`config.mk`:
```
export PLATFORM = sky130hd
export DESIGN_NAME = cpu_run_ctrl
export DESIGN_NICKNAME = d
export VERILOG_FILES = /design/src/rtl/cpu_run_ctrl.sv
export SDC_FILE = /design/constraint.sdc
export NUM_CORES = 1
export LEC_CHECK = 0
export ABC_CLOCK_PERIOD_IN_PS = 3230
export BUFFER_PORTS_ARGS = -buffer_cell sky130_fd_sc_hd__buf_4
export CORE_MARGIN = 2
export CORE_UTILIZATION = 50
export CTS_CLUSTER_DIAMETER = 60
export DETAILED_ROUTE_END_ITERATION = 12
export PLACE_DENSITY_LB_ADDON = 0.2
export SLEW_MARGIN = 20
export SYNTH_ARGS = -nofsm -noshare
export SYNTH_HDL_FRONTEND = slang
export SYNTH_SLANG_ARGS = --single-unit
```
`constraint.sdc`:
```
create_clock -name clk -period 3.23 [get_ports clk]
set_clock_uncertainty 0.05 [all_clocks]
set_input_delay 0.323 -clock clk [delete_from_list [all_inputs] [get_ports clk]]
set_output_delay 0.323 -clock clk [all_outputs]
set_load 0.005 [all_outputs]
```
`src/rtl/cpu_run_ctrl.sv`:
```
// Run/step/breakpoint sequencer for the 4-state (IF,FD,EX,RWB) CPU core.
// Gates a one-cycle clock enable per micro-state from a free-running tick,
// with a debounced step key, PC breakpoint and halt on opcode F.
//
// state | meaning
// ------+-------------------------------------------------------------
// PAUSE | core frozen; waiting for a debounced key press
// RUN   | free-run, one micro-state per tick; mode/breakpoint checked at IF
// STEP  | one instruction (4 ticks from IF), then back to PAUSE
// HALT  | opcode F retired; frozen until reset_n
module cpu_run_ctrl #(
    parameter int DIV        = 50000,
    parameter int DEB_CYCLES = 500000,
    parameter int CNT_W      = 16
) (
    input  logic             clk,
    input  logic             reset_n,
    input  logic             mode_step,
    input  logic             step_key_n,
    input  logic [1:0]       cpu_state,
    input  logic [3:0]       opcode,
    input  logic [7:0]       pc,
    input  logic             bp_en,
    input  logic [7:0]       bp_addr,
    output logic             cpu_ce,
    output logic [1:0]       ctrl_state,
    output logic             halted,
    output logic             bp_hit,
    output logic [CNT_W-1:0] instr_count
);

    localparam int TW = (DIV > 1) ? $clog2(DIV) : 1;
    localparam int DW = (DEB_CYCLES > 1) ? $clog2(DEB_CYCLES) : 1;
    localparam logic [TW-1:0] TICK_LAST = TW'(DIV - 1);
    localparam logic [DW-1:0] DEB_LAST  = DW'(DEB_CYCLES - 1);
    localparam logic [1:0] CS_IF  = 2'b00;
    localparam logic [1:0] CS_RWB = 2'b11;

    typedef enum logic [1:0] {
        S_PAUSE = 2'b00,
        S_RUN   = 2'b01,
        S_STEP  = 2'b10,
        S_HALT  = 2'b11
    } state_t;

    state_t          state, state_nxt;
    logic [TW-1:0]   tick_cnt;
    logic            tick;
    logic            key_meta, key_sync, key_deb, key_deb_q;
    logic [DW-1:0]   deb_cnt;
    logic            press;
    logic            skip, skip_nxt;
    logic            bp_hit_nxt;
    logic            bp_match;
    logic            boundary;
    logic            ce;
    logic            retire;

    assign tick     = (tick_cnt == TICK_LAST);
    assign boundary = tick && (cpu_state == CS_IF);
    assign bp_match = bp_en && (pc == bp_addr) && !skip;
    assign press    = key_deb_q && !key_deb;

    // Free-running tick divider, independent of controller state.
    always_ff @(posedge clk or negedge reset_n) begin
        if (!reset_n)   tick_cnt <= '0;
        else if (tick)  tick_cnt <= '0;
        else            tick_cnt <= tick_cnt + TW'(1);
    end

    // Key synchroniser; idles at released (1) so reset never fakes a press.
    always_ff @(posedge clk or negedge reset_n) begin
        if (!reset_n) begin
            key_meta <= 1'b1;
            key_sync <= 1'b1;
        end else begin
            key_meta <= step_key_n;
            key_sync <= key_meta;
        end
    end

    // Debounce: the synchronised key must disagree with the debounced level
    // for DEB_CYCLES consecutive cycles before the level follows it.
    always_ff @(posedge clk or negedge reset_n) begin
        if (!reset_n) begin
            deb_cnt   <= '0;
            key_deb   <= 1'b1;
            key_deb_q <= 1'b1;
        end else begin
            key_deb_q <= key_deb;
            if (key_sync == key_deb) begin
                deb_cnt <= '0;
            end else if (deb_cnt == DEB_LAST) begin
                key_deb <= key_sync;
                deb_cnt <= '0;
            end else begin
                deb_cnt <= deb_cnt + DW'(1);
            end
        end
    end

    // Next-state, clock enable and flag updates.
    always_comb begin
        state_nxt  = state;
        ce         = 1'b0;
        bp_hit_nxt = bp_hit;
        skip_nxt   = skip;
        case (state)
            S_RUN: begin
                if (boundary && (mode_step || bp_match)) begin
                    state_nxt  = S_PAUSE;
                    bp_hit_nxt = bp_match;
                end else begin
                    ce = tick;
                end
            end
            S_STEP: ce = tick;
            S_PAUSE: begin
                if (press) begin
                    state_nxt  = mode_step ? S_STEP : S_RUN;
                    bp_hit_nxt = 1'b0;
                    skip_nxt   = 1'b1;
                end
            end
            default: ;
        endcase
        retire = ce && (cpu_state == CS_RWB);
        // A retire clears the breakpoint skip and may end a step or halt.
        if (retire) begin
            skip_nxt = 1'b0;
            if (opcode == 4'hF)        state_nxt = S_HALT;
            else if (state == S_STEP)  state_nxt = S_PAUSE;
        end
    end

    // Controller state and flags.
    always_ff @(posedge clk or negedge reset_n) begin
        if (!reset_n) begin
            state  <= S_RUN;
            bp_hit <= 1'b0;
            skip   <= 1'b0;
        end else begin
            state  <= state_nxt;
            bp_hit <= bp_hit_nxt;
            skip   <= skip_nxt;
        end
    end

    // Retired-instruction counter, wraps naturally.
    always_ff @(posedge clk or negedge reset_n) begin
        if (!reset_n)     instr_count <= '0;
        else if (retire)  instr_count <= instr_count + CNT_W'(1);
    end

    assign cpu_ce     = ce;
    assign ctrl_state = state;
    assign halted     = (state == S_HALT);

endmodule

```
# After elaboration in Yosys (flattened, before gate mapping)

Index checks and enable logic that the tools add are counted.

Flip-flop bits (word level): 59
Bits of input ports: 27
Output and inout port bits: 21
Logic and storage cells: 60

$add $sub $neg: 3
Equal/unequal tests: 11
Multiplexer cells: 18
Bitwise operators: 1
Reductions and logical operators: 17

Operator list:

| kind                    | number |
|---|---|
| $mux W19                | 2 |
| $add A16 B1 Y16 const B | 2 |
| $add A19 B1 Y19 const B | 1 |
| $eq A19 B19 Y1 const B  | 1 |
| $eq A16 B16 Y1 const B  | 1 |
| $mux W16                | 1 |
| $mux W2                 | 6 |
| $eq A8 B8 Y1            | 1 |
| $eq A2 B2 Y1 const B    | 3 |
| $logic_and A1 B1 Y1     | 6 |
| $mux W1                 | 6 |
| $reduce_bool A2 Y1      | 3 |
| $eq A4 B4 Y1 const B    | 1 |
| $logic_not A2 Y1        | 2 |
| $ne A2 B2 Y1 const B    | 2 |
| $pmux W1 S2             | 2 |
| $pmux W2 S2             | 1 |
| $reduce_and A2 Y1       | 2 |
| $reduce_and A3 Y1       | 1 |
| $eq A2 B1 Y1 const B    | 1 |
| $logic_not A1 Y1        | 2 |
| $eq A1 B1 Y1            | 1 |
| $logic_or A1 B1 Y1      | 1 |
| $not A1 Y1              | 1 |

# Depth between registers and ports, before layout

Gate-level depths: netlist (run 1).

Depth in word-level cells: 10
Gate-level depth with buffers: 9
Mapped depth without buffers: 8

# Worst setup path after synthesis (run 1)

Ideal clock, no wire load.

Path type: register -> register
From: register state[0] (netlist: ctrl_state[0])
To: register (tool-made name)
Library setup time: 125 ps
Data arrival time: 2,213 ps
Data required time: 3,055 ps
Slack: 841 ps
Stages on the path, launching flop included: 9
Buffers on the path: 0
Period minus slack after synthesis: 2,389 ps
Path through: dfstp_2 -> inv_1 -> ha_1 -> nand4_1 -> or4_4 -> a211oi_2 -> a211o_4 -> nand2_4 -> mux2_4

RTL lines:

| item                   | RTL line | text |
|---|---|---|
| start, declared        | 46       | `state_t state, state_nxt;` |
| start signal, assigned | 143      | `state <= state_nxt;` |

==> results of run 1 <==
flip-flops by register name, indices dropped and copies added, names as in the netlist, named ones only:
register and count:
deb_cnt 19, instr_count 16, key_meta 1, ctrl_state 1, bp_hit 1, tick_cnt 16
key_deb_q 1, key_deb 1, key_sync 1, skip 1
cell usage in the layout, fill, tap and decap left out, drive strengths merged, types with 2 or more instances in the layout:
cell,n
a21oi,3
and2,4
and3,18
and4,3
buf,48
clkbuf,16
dfrtp,54
dfstp,5
ha,7
inv,8
mux2,3
nand2,24
nand2b,2
nand3,24
nand4,9
nand4bb,2
nor2,37
nor3,5
nor3b,2
nor4,5
o21ai,6
or2,2
xnor2,28
xor2,26
stage by stage:
step                      worst slack (ps)  util, %  hold slack [ps]
after floorplan                        841        -            -22.6
after global placement                 640     58.9              296
after detailed placement               562     58.9              299
after CTS                              549     61.6             34.8
after global routing                   454     61.6             40.2
final                                  553     61.6            -2.60
critical path, delay by kind of cell, from the launching register on:
| family | cells | cell delay [ps] |
|---|---|---|
| fa+ha+maj | 1 | 340 |
| flops | 1 | 570 |
| simple gates | 4 | 880 |
| buf+inv | 1 | 80 |
| mux | 1 | 320 |
| compound gates | 1 | 320 |
logic make-up after synthesis:
logic type                 after synthesis
and+or+nand+nor                        143
DFF                                     59
xor gates and xnor gates                54
AOI/OAI and AO/OA                       17
buffers and inverters                   13
adders and majority gates                7
muxes                                    3
final cells by class:
type | count | area (um2) | area share, %
clock buffers | 16 | 160 | 4.39
inverters | 8 | 30.0 | 0.824
multi-input cells | 224 | 1520 | 41.7
flip-flops and latches | 59 | 1480 | 40.7
well taps | 75 | 93.8 | 2.57
repair buffers | 48 | 360 | 9.88
power by group:
part           switching (mW)  internal [mW]
registers             0.00426          0.745
clock network           0.261          0.302
logic                  0.0374         0.0318
total                   0.303           1.08
path summary, 6_finish.rpt:
path | depth (start not counted) | slack, ps | end | from
max | 8 | 550 | flip-flop | ctrl_state[0]
min | 1 | -3 | tick_cnt[11] | reset_n
max reg2reg | 8 | 550 | flip-flop | ctrl_state[0]
min reg2reg | 0 | 320 | key_sync | key_meta
max in group asynchronous | 1 | 2630 | instr_count[9] | reset_n
min in group clk | 1 | 50 | key_meta | step_key_n
layer usage:
layer / vias to the layer above / share of wire (%) / GRT usage (%)
met5: - / 0 / 0
met4: 0 / 1.6 / 9.17
met3: 8 / 4.3 / 3.37
met2: 41 / 47 / 30.0
met1: 1096 / 47 / 24.8
li1: 1121 / - / -
==> summary.txt, run 1 <==
status - complete, but fails checks
failing checks - hold timing
largest family of logic cells by synthesized area - simple AND/OR/NAND/NOR gates
cts bufs inserted - 9
cell taking the most area after synthesis - dfrtp_1
Post-CTS Hold Fix Bufs - 0
actual slew at the worst max-slew pin - 737 ps
row count - 28
clk root buf - clkbuf_8
Synth area leaders - dfrtp_1 44%, xnor2_1 8.0%, xor2_1 7.4%
Starting DRT DRC Count - 66
Min Hold Slack - -2.60 ps
P&R area growth vs syn - 18.8%
synthesized instance count - 296
dpl cell area - 0.00349 mm2
Syn Area/Cell - 10.4 um2
post-DR vias/cell - 5.27
Tcrit/Tclk final - 82.9%
endpoints failing hold - 6
max incr delay on CP - 570 ps
final setup violating endpoints - 0
CTS Buffer Depth - 2
RSZ-0062 raised after global routing - no
CP Data Required Time - 3390 ps
Synth top area share - 44.0%
power density over the cells - 379 mW/mm2
Worst EP arrival - 2840 ps
Rel. slew slack - 50.8%
Worst Hold Class - in -> async
Die Height - 82.3 um
clk_lat worst skew - 330 ps
post-synthesis compound-gate area fraction - 3.96%
Top Ports - 48
clock transition at the registers of the reported paths - 60 ps
Max IR drop VDD - 0.384 mV
Post-DP HPWL - 4.05 mm
Pleak - 1.68 nW
cell area after synthesis - 0.00307 mm2
post-CTS resize count - 0
nets - 384
Simple-Gate Fraction of Synth Area - 25.9%
Max-cap violations - 0
GP Congestion - 0.749
post-route minimum period - 2680 ps
setup TNS - 0 ps
Post-synth EDFFs - 0
Synth Area in Adders - 2.85%
initial antenna violation count - 0
Commonest cells post-synth - 54 x dfrtp_1, 37 x nor2_1, 28 x xnor2_1
FMAX - 374 MHz
vias in the first global route - 2,199
crit end category - flip-flop
Setup Fix Bufs, Post-CTS - 0
crit path kind - reg -> reg
Yosys reg bits - 59
core box area - 0.00592 mm2
GRT Overall Usage - 18.8%
antenna-violating nets left - 0
routed wire length - 5.81 mm
die area - 0.00678 mm2
max-slew violations - 0
final design area excluding fillers - 0.00365 mm2
yosys warns - 0
CP max-delay cell - dfstp_2
I/O Buffers - 47
TritonCTS Sinks - 59
largest net degree at the start of global routing - 60
CTS tree - done
TritonRoute pass-1 iters - 4
final std cells w/o fill - 430
Die W - 82.3 um
Seq/Total Area, Yosys - 48.3%
total grt overflow - 0
fill count - 503
critical path peak fanout - 15
Via Count - 2,266
XOR/XNOR Fraction of Synth Area - 15.4%
H-tree Lvls - 3
Initial Util - 51.8%
n_diodes - 0
syn_nets - 330
Unique masters post-synth - 44
top-count cell post-synth - dfrtp_1
post-synthesis mux area share - 1.35%
layout cells sized above 1 - 23.1%
critical path cell sequence - inv_1 > ha_1 > nand4_1 > or4_4 > nor3_1 > a211o_4 > nand2_4 > mux2_4
Startpoint Class - flip-flop
placed insts - 414
DRC - 0
Final Power - 1.38 mW
ys async rst share - 100%
Synth Flop Type - dfrtp_1
DR WL/cell - 13.5 um
first-pass GRT wire length - 9.66 mm
(Power assumes the default switching activity.)
==> run 2, diff against run 1 <==
- ABC_CLOCK_PERIOD_IN_PS: 3230 -> 2600
- clock period: 3.23 -> 2.6 ns (I/O delays scaled with it)
==> run 2 against run 1 <==
Critical path depth decreased by 2. Utilization increased by 2.3 points. Sequential cell count unchanged. Global-route usage increased by 0.50 points. Via count increased by 2.7%. Register-to-register slack got worse by 440 ps. Hold slack improved by 200 ps. The run now ends clean.
==> summary.txt, run 2 (synthesis results as in run 1) <==
status - finished clean (was complete, but fails checks)
Startpoint Class - flip-flop (unchanged)
max-slew violations - 0 (unchanged)
layout cells sized above 1 - 26.2% (was 23.1%)
TritonCTS Sinks - 59 (unchanged)
final setup violating endpoints - 0 (unchanged)
post-DR vias/cell - 5.31 (was 5.27)
power density over the cells - 519 mW/mm2 (was 379 mW/mm2)
first-pass GRT wire length - 9.89 mm (was 9.66 mm)
Max IR drop VDD - 0.487 mV (was 0.384 mV)
vias in the first global route - 2,193 (was 2,199)
total grt overflow - 0 (unchanged)
most frequent cells in the layout - 54 x dfrtp_1, 54 x buf_4, 37 x nor2_1 (was 54 x dfrtp_1, 48 x buf_4, 37 x nor2_1)
FMAX - 402 MHz (was 374 MHz)
GRT Overall Usage - 19.3% (was 18.8%)
Starting DRT DRC Count - 91 (was 66)
Via Count - 2,327 (was 2,266)
Buf/Inv on CP - 0 (was 1)
Most flops, register - deb_cnt (unchanged)
crit path kind - reg -> reg (unchanged)
CP Data Required Time - 2770 ps (was 3390 ps)
core box area - 0.00592 mm2 (unchanged)
actual slew at the worst max-slew pin - 724 ps (was 737 ps)
P&R area growth vs syn - 23.3% (was 18.8%)
max incr delay on CP - 570 ps (about the same)
I/O Buffers - 47 (unchanged)
max reg flops - 19 (unchanged)
Final Power - 1.96 mW (was 1.38 mW)
Worst EP arrival - 2660 ps (was 2840 ps)
clk root buf - clkbuf_8 (unchanged)
clk_lat worst skew - 340 ps (was 330 ps)
Die W - 82.3 um (unchanged)
R2R setup slack - 110 ps (was 550 ps)
critical path peak fanout - 6 (was 15)
WP depth - 6 (was 8)
Final Core Density - 63.9% (was 61.6%)
n_diodes - 0 (unchanged)
CP max-delay cell - or4b_4 (was dfstp_2)
Die Height - 82.3 um (unchanged)
largest net degree at the start of global routing - 60 (unchanged)
post-route minimum period - 2490 ps (was 2680 ps)
H-tree Lvls - 3 (unchanged)
Initial Util - 51.8% (unchanged)
Pleak - 1.75 nW (was 1.68 nW)
RR Startpoint - tick_cnt[5] (was ctrl_state[0])
clock transition at the registers of the reported paths - 70 ps (was 60 ps)
critical path cell sequence - or4b_4 > or4_4 > a211oi_2 > a211o_4 > nand2_4 > mux2_4 (was inv_1 > ha_1 > nand4_1 > or4_4 > nor3_1 > a211o_4 > nand2_4 > mux2_4)
RSZ-0062 raised after global routing - no (unchanged)
Post-DP HPWL - 4.18 mm (was 4.05 mm)
CTS Buffer Depth - 2 (unchanged)
CTS tree - done (unchanged)
endpoints failing hold - 0 (was 6)
die area - 0.00678 mm2 (unchanged)
GP Congestion - 0.802 (was 0.749)
dpl cell area - 0.00351 mm2 (was 0.00349 mm2)
antenna-violating nets left - 0 (unchanged)
Max-cap violations - 0 (unchanged)
kind of cell adding the most delay to the critical path - simple AND/OR/NAND/NOR gates (unchanged)
crit end category - flip-flop (unchanged)
initial antenna violation count - 0 (unchanged)
worst r2r path cells - 6 (was 8)
DR WL/cell - 14.0 um (was 13.5 um)
TritonRoute pass-1 iters - 4 (unchanged)
routed wire length - 6.12 mm (was 5.81 mm)
Critical path origin - tick_cnt[5] (was ctrl_state[0])
final design area excluding fillers - 0.00378 mm2 (was 0.00365 mm2)
Rel. slew slack - 51.7% (was 50.8%)
largest registers - deb_cnt x19, instr_count x16, tick_cnt x16 (unchanged)
setup TNS - 0 ps (unchanged)
cts bufs inserted - 9 (unchanged)
row count - 28 (unchanged)
Top Ports - 48 (unchanged)
Worst Hold Class - in -> reg (was in -> async)
DRC - 0 (unchanged)
nets - 392 (was 384)
Tcrit/Tclk final - 95.6% (was 82.9%)
-- run 2: cell types whose count changed in the layout (fill, tap and decap cells not counted), moves of 2 or more --
cell | before | now
buf_4 | 48 | 54
clkbuf_1 | 6 | 0
dlygate4sd3_1 | 0 | 2
bufinv_16 | 0 | 2
clkinvlp_4 | 0 | 2
-- run 2: through the flow --
stage | std cells | worst slack (ps) | hold WS (ps)
floorplan | 296 | 211 | -85.6
global placement | 417 | 118 | 296
detailed placement | 417 | 49.4 | 297
CTS | 435 | 54.0 | 193
global route | 438 | 6.61 | 217
finish | 438 | 114 | 195
-- run 2: report_power, final --
group / switching [mW] / total, mW / internal [mW] / leakage [nW]
Combinational: 0.0467 / 0.0881 / 0.0414 / 0.862
Clock: 0.379 / 0.944 / 0.565 / 0.108
Sequential: 0.00581 / 0.931 / 0.925 / 0.778
-- run 2: worst register-to-register path, delay by kind of cell, from the launching register on --
kind            cells  cell delay [ps]
flops               1              410
mux                 1              320
simple gates        3             1170
compound gates      2              420
-- run 2: metal layers --
layer,vias to the layer above,GRT usage (%),wire (um),share of wire [%]
li1,1136,-,-,-
met1,1135,25.4,2800,46
met2,48,31.0,2900,47
met3,8,5.22,335,5.5
met4,0,6.50,76,1.2
met5,-,0,0,0
-- run 2: layout make-up --
| class | count | area, um2 |
|---|---|---|
| clock buffers | 10 | 138 |
| well taps | 75 | 93.8 |
| multi-input cells | 224 | 1530 |
| fillers | 507 | 2140 |
| clock inverters | 6 | 88.8 |
| repair buffers | 56 | 425 |
| flip-flops and latches | 59 | 1480 |
| inverters | 8 | 30.0 |
-- run 2: what timing repair did --
action | CTS | global route
setup endpoints to repair | 0 | 6
hold endpoints to repair | 55 | 0
setup buffers | 0 | 3
hold buffers | 2 | 0
resized for setup | 0 | 1
-- run 2: how the worst min path moves through the flow --
stage                         start                         end  slack [ps]  cells after the start
after global placement     key_meta                    key_sync         300                      0
final                     opcode[0]               ctrl_state[0]         190                      3
after floorplan             reset_n  asynchronous set/reset pin         -90                      0
after global routing      opcode[0]               ctrl_state[0]         220                      3
after detailed placement   key_meta                    key_sync         300                      0
after CTS                 opcode[0]               ctrl_state[0]         190                      3
